===== src/rtl/fetch_pipe_ctrl.sv =====
// Fetch-side pipeline control: PC register, IF/ID register, stall/flush handling,
// ID/EX bubble request, saturating perf counters and a sticky stall watchdog.
module fetch_pipe_ctrl #(
  parameter int unsigned     XLEN      = 32,
  parameter logic [XLEN-1:0] RESET_PC  = '0,
  parameter logic [XLEN-1:0] NOP_INST  = XLEN'(32'h0000_0013),
  parameter int unsigned     MAX_STALL = 1,
  parameter int unsigned     CNT_W     = 32
) (
  input  logic             clk,
  input  logic             rst,
  input  logic             insert_nop,
  input  logic             branch_taken,
  input  logic [XLEN-1:0]  branch_target,
  input  logic [XLEN-1:0]  imem_rdata,
  output logic [XLEN-1:0]  imem_addr,
  output logic [XLEN-1:0]  if_id_inst,
  output logic [XLEN-1:0]  if_id_pc,
  output logic             if_id_valid,
  output logic             id_ex_bubble,
  output logic [CNT_W-1:0] stall_count,
  output logic [CNT_W-1:0] flush_count,
  output logic             stall_err
);

  // Wide enough to hold MAX_STALL+1, the first value that trips the watchdog.
  localparam int unsigned RunW = $clog2(MAX_STALL + 2);

  typedef enum logic [1:0] {
    ActAdvance,
    ActStall,
    ActFlush
  } action_e;

  action_e action;

  logic [XLEN-1:0]  pc_q, pc_d;
  logic [XLEN-1:0]  inst_q, inst_d;
  logic [XLEN-1:0]  ipc_q, ipc_d;
  logic             valid_q, valid_d;
  logic [CNT_W-1:0] stall_cnt_q, stall_cnt_d;
  logic [CNT_W-1:0] flush_cnt_q, flush_cnt_d;
  logic [RunW-1:0]  run_len_q, run_len_d;
  logic [RunW-1:0]  run_len_inc;
  logic             err_q, err_d;

  always_comb begin
    if (branch_taken) begin
      action = ActFlush;
    end else if (insert_nop) begin
      action = ActStall;
    end else begin
      action = ActAdvance;
    end
  end

  assign run_len_inc = (run_len_q == '1) ? run_len_q : run_len_q + RunW'(1);

  always_comb begin
    pc_d        = pc_q;
    inst_d      = inst_q;
    ipc_d       = ipc_q;
    valid_d     = valid_q;
    stall_cnt_d = stall_cnt_q;
    flush_cnt_d = flush_cnt_q;
    run_len_d   = run_len_q;
    err_d       = err_q;

    unique case (action)
      ActFlush: begin
        // Redirect target is forced word-aligned.
        pc_d      = {branch_target[XLEN-1:2], 2'b00};
        inst_d    = NOP_INST;
        ipc_d     = pc_q;
        valid_d   = 1'b0;
        run_len_d = '0;
        if (flush_cnt_q != '1) begin
          flush_cnt_d = flush_cnt_q + CNT_W'(1);
        end
      end
      ActStall: begin
        run_len_d = run_len_inc;
        if (32'(run_len_inc) > MAX_STALL) begin
          err_d = 1'b1;
        end
        if (stall_cnt_q != '1) begin
          stall_cnt_d = stall_cnt_q + CNT_W'(1);
        end
      end
      default: begin
        pc_d      = pc_q + XLEN'(4);
        inst_d    = imem_rdata;
        ipc_d     = pc_q;
        valid_d   = 1'b1;
        run_len_d = '0;
      end
    endcase
  end

  always_ff @(posedge clk) begin
    if (rst) begin
      pc_q        <= RESET_PC;
      inst_q      <= NOP_INST;
      ipc_q       <= RESET_PC;
      valid_q     <= 1'b0;
      stall_cnt_q <= '0;
      flush_cnt_q <= '0;
      run_len_q   <= '0;
      err_q       <= 1'b0;
    end else begin
      pc_q        <= pc_d;
      inst_q      <= inst_d;
      ipc_q       <= ipc_d;
      valid_q     <= valid_d;
      stall_cnt_q <= stall_cnt_d;
      flush_cnt_q <= flush_cnt_d;
      run_len_q   <= run_len_d;
      err_q       <= err_d;
    end
  end

  assign imem_addr    = pc_q;
  assign if_id_inst   = inst_q;
  assign if_id_pc     = ipc_q;
  assign if_id_valid  = valid_q;
  assign id_ex_bubble = ~rst & (insert_nop | branch_taken);
  assign stall_count  = stall_cnt_q;
  assign flush_count  = flush_cnt_q;
  assign stall_err    = err_q;

endmodule


===== config.mk =====
export PLATFORM = sky130hd
export DESIGN_NAME = fetch_pipe_ctrl
export DESIGN_NICKNAME = d
export VERILOG_FILES = /design/src/rtl/fetch_pipe_ctrl.sv
export SDC_FILE = /design/constraint.sdc
export NUM_CORES = 1
export LEC_CHECK = 0
export BUFFER_PORTS_ARGS = -buffer_cell sky130_fd_sc_hd__buf_2
export CORE_ASPECT_RATIO = 0.8
export CORE_MARGIN = 3
export CORE_UTILIZATION = 32
export DETAILED_ROUTE_END_ITERATION = 6
export SYNTH_ARGS = -nofsm -noshare
export SYNTH_HDL_FRONTEND = slang
export SYNTH_SLANG_ARGS = --single-unit

===== constraint.sdc =====
create_clock -name clk -period 2.8 [get_ports clk]
set_input_delay 0.28 -clock clk [delete_from_list [all_inputs] [get_ports clk]]
set_output_delay 0.28 -clock clk [all_outputs]
set_load 0.01 [all_outputs]

After elaboration in Yosys (flattened, before gate mapping) --
Index checks and enable logic that the tools add are counted.
Storage, ports and cells: flip-flop bits (word level) 164, input port bits 68, word-level logic and storage cells 32
Operators by class: $add $sub $neg 4, magnitude comparators 1, equality and inequality tests 5, mux-type cells 6, bitwise operators 4, reduce and logical (&&, ||, !) cells 4
Operators with widths (number):
- one-hot mux 32 bit (2 select lines) | 2
- adder 32 x 1 -> 32 bit (second input constant) | 2
- inequality test 32 bit (second input constant) | 2
- adder 32 x 3 -> 32 bit (second input constant) | 1
- AND reduction 2 bit | 3
- == test 2 bit (second input constant) | 2
- two-way mux 2 bit | 2
- adder 2 x 1 -> 2 bit (second input constant) | 1
- == test 2 x 1 -> 1 bit (second input constant) | 1
- greater-than comparator 2 x 1 -> 1 bit (second input constant) | 1
- NOT 1 bit | 2
- one-hot mux 1 bit (2 select lines) | 1
- OR reduction 2 bit | 1
- bitwise AND 1 bit | 1
- two-way mux 1 bit | 1
- OR 1 bit | 1

Depth between registers and ports, before layout --
word-level depth 5, gate-level depth with buffers 9, depth with buffers taken out 6

Worst setup path before layout --
OpenSTA, ideal clock, no wires.
path type reg-to-reg, start point reg flush_cnt_q[0], in the netlist flush_count[0], end point reg flush_cnt_q[28], in the netlist flush_count[28], data arrival time 2194 ps, path slack 535 ps, cell stages (with the launch flop) 7, buffers on the path 1, cells stage by stage dfxtp_1 -> ha_1 -> nand4_1 -> or4_1 -> clkbuf_1 -> or4_1 -> a21oi_1
On the way: longest elaborated chain between the ends 2
RTL lines:
- start, declared | RTL line 42 | logic [CNT_W-1:0] flush_cnt_q, flush_cnt_d;
- start signal, assigned | RTL line 116 | flush_cnt_q <= flush_cnt_d;
- branches (longest 2 deep; another with adder 32 x 1 -> 32 bit)
Parallel ways; which one is timed is not known. A chain may end at the register's enable or synchronous reset.

Worst setup path after layout --
start point reg flush_cnt_q[0], in the netlist flush_count[0], end point reg flush_cnt_q[1], in the netlist flush_count[1]
The elaborated chain is that of the path after synthesis.

==> impl_metrics.csv <==
group,metric,value,unit
worst_setup_path,path_max_fanout,9,
cts,cts.clk_slew.worst_paths,0.07,ns
yosys,synth.distinct_cells,50,
place,io_buffer_count,224,
yosys,synth_top_cell_by_area,"dfxtp_1",
yosys,ys_warn_count,0,
pwr,combPwrFrac,0.077,
route,drt-total-wl,21500,um
cts,postCtsSetupRepairBufs,0,
route,drt_first_iter_violations,422,
cts,htreeDepth,4,
cts,cts.sinks,160,
place,gp_congestion,0.779,
floorplanning,fp.dieW,174,um
floorplanning,initial_core_util,0.329,
yosys,synth_area_leaders,"dfxtp_1, a21oi_1, nand2_1",
final_layout,nets,1125,
worst_setup_path,cp-start-kind,"flop",
worst_setup_path,path_cells,"ha_1, nand4_1, or4_1, o21ai_2, mux2i_1, nor2_1",
pwr,internal_power,3.87,mW
pwr,sw_frac_of_total,0.255,
yosys,synth_top_area_share,0.445,
sta,slew_violations,0,
final_layout,fill_cells,2241,
route,drc,0,
sta,slew_headroom,0.395,
yosys,ys_ff_latch,160,
worst_setup_path,rrSetupSlack,0.47,ns
sta,max_freq,430,MHz
grt,gr-total-overflow,0,
sta,rsz0062_at_grt,"false",
run_status,outcome,"completed",
min_path,hold_path.class,"primary input to flop",
final_layout,drive_gt1_frac,0.270,
final_layout,synthToLayoutAreaGrowth,27.4,%
yosys,synth_cells,852,
worst_setup_path,critPathKind,"flop to flop",
pwr,power.switching,1.33,mW
worst_setup_path,path_delay_family,"simple AND/OR/NAND/NOR gates",
worst_setup_path,cpPeakStageDelay,0.73,ns
pwr,p_seq_frac,0.465,
yosys,synth.most_common_cell,"dfxtp_1",
cts,cts-root-buf,"clkbuf_16",
pwr,power.density,566,mW/mm^2
pwr,clkPwrFrac,0.458,
sta,setup_tns,0,ns
route,drt_first_pass_iters,4,
worst_setup_path,cp-end-kind,"flop",
cts,clockBufferDepth,2,
run,cap_violations,0,
sta,min_period,2.33,ns
final_layout,fin_area,0.00917,mm^2
worst_setup_path,cp_slowest_cell,"or4_1",
floorplanning,core-area,0.0219,mm^2
floorplanning,die_height,140,um
yosys,async_flop_share,0,
sta,period_share,0.831,
grt,grt_max_degree,92,
grt,grt_pass1_vias,6420,
worst_setup_path,worstPathRequired,3.09,ns
sta,hold_viol,0,
yosys,syn_area_per_cell,8.45,um^2
cts,ctsHoldBuffers,0,
cts,cts_tree,"built",
pwr,ir_drop,0.000381,V
place,dpl.hpwl,14900,um
final_layout,final_util,0.419,
place,placed_area,0.00857,mm^2
cts,cts_resized,0,
sta,finClkSkew,0.0116,ns
floorplanning,dieArea,0.0243,mm^2
route,ant_nets,0,
grt,grt_pass1_wl,34700,um
cts,numCtsBuffers,17,
grt,grt_usage,0.174,
pwr,leakage,3.77,nW
sta,tightest_slew,0.894,ns
yosys,synth-main-ff-cell,"dfxtp_1",
yosys,synth_edf_count,0,
yosys,synth-seq-area-share,0.445,
yosys,syn_area,0.00720,mm^2
grt,antenna_found_initial,5,
worst_setup_path,path_buf_inv,0,
yosys,synth_commonest_cells,"dfxtp_1, nand2_1, nor2_1",
route,drt-vias-per-instance,5.01,
route,detail_route.wl_per_cell,15.7,um
worst_setup_path,arrival,2.62,ns
cts,clk_latency,0.42,ns
floorplanning,rows,48,
sta,setup_viol,0,
route,vias,6860,
floorplanning,io_pins,231,
## final cells by class
class | count | area, um^2 | share of cell area
clock inverter | 14 | 155 | 0.0169
clock buffer | 18 | 439 | 0.0479
timing repair buffer | 238 | 1240 | 0.135
inverter | 15 | 56.3 | 0.00614
sequential | 160 | 3200 | 0.349
antenna | 1 | 2.50 | 0.000273
tap | 300 | 375 | 0.0409
multi-input combinational | 622 | 3690 | 0.403
## worst paths after layout
kind | from | end | depth (start not counted)
hold reg to reg | run_len_q[0]$_SDFF_PP0_ | run_len_q[0]$_SDFF_PP0_ | 1
hold / removal | imem_rdata[1] | if_id_inst[1]$_SDFFE_PP1N_ | 3
setup reg to reg | flush_count[0]$_SDFFE_PP0P_ | flush_count[1]$_SDFFE_PP0P_ | 6
setup / recovery | flush_count[0]$_SDFFE_PP0P_ | flush_count[1]$_SDFFE_PP0P_ | 6
## registers in the layout, indices dropped and copies added, names as in the netlist
name and count:
if_id_valid 1, imem_addr 30, if_id_inst 32, flush_count 32, if_id_pc 30, stall_err 1
stall_count 32, run_len_q 2
## stage by stage
stage | hold slack [ns] | worst slack, ns | std cells | power [mW]
after CTS | 0.0426 | 0.485 | 1367 | 5.28
after global placement | 0.422 | 0.525 | 1335 | 2.87
after detailed placement | 0.431 | 0.499 | 1335 | 2.87
after global routing | 0.0500 | 0.215 | 1368 | 5.42
final | 0.0628 | 0.473 | 1368 | 5.19
after floorplan | 0.405 | 0.535 | 855 | 2.69
## worst min-delay path, cell delays in order
cell     delay, ns
buf_2         0.07
mux2i_1       0.05
nand2_1       0.06
## routing by layer
layer,vias to the layer above,wire length [um],GRT usage
met4,8,237,0.0448
li1,3439,-,-
met2,187,9090,0.257
met1,3201,10500,0.244
met3,25,1590,0.0602
met5,-,61,0
## cell usage in the layout, fill, tap and decap left out, types with 6 or more instances in the layout
master,count
a211oi_1,20
a21oi_1,82
and3_1,9
and4_1,13
buf_2,223
buf_4,14
clkbuf_16,17
dfxtp_1,160
inv_1,15
mux2_2,6
mux2i_1,36
nand2_1,105
nand3_1,27
nand4_1,21
nor2_1,93
nor3_1,8
nor4_1,15
o211ai_1,6
o21ai_0,24
o31ai_1,21
or3_1,22
or4_1,24
xnor2_1,30
xor2_1,13
## power groups by stage
stage / combinational [mW] / clock (mW) / sequential [mW]
CTS: 0.408 / 2.46 / 2.41
floorplan: 0.203 / 0 / 2.49
global placement: 0.403 / 0 / 2.46
global route: 0.449 / 2.55 / 2.43
finish: 0.401 / 2.38 / 2.41
detailed placement: 0.407 / 0 / 2.47
## cells by family (layout without fill, tap and decap cells)
group	count (synthesis)	in the layout	share of synthesized area
AOI/OAI and AO/OA	163	163	0.134
xor gates and xnor gates	43	43	0.0523
adders and majority gates	3	3	0.00522
buffers and inverters	73	285	0.0435
DFF	160	160	0.445
muxes	42	42	0.0595
other	1	5	0.000521
and+or+nand+nor	367	367	0.260
Power figures use the tool's default switching activity.
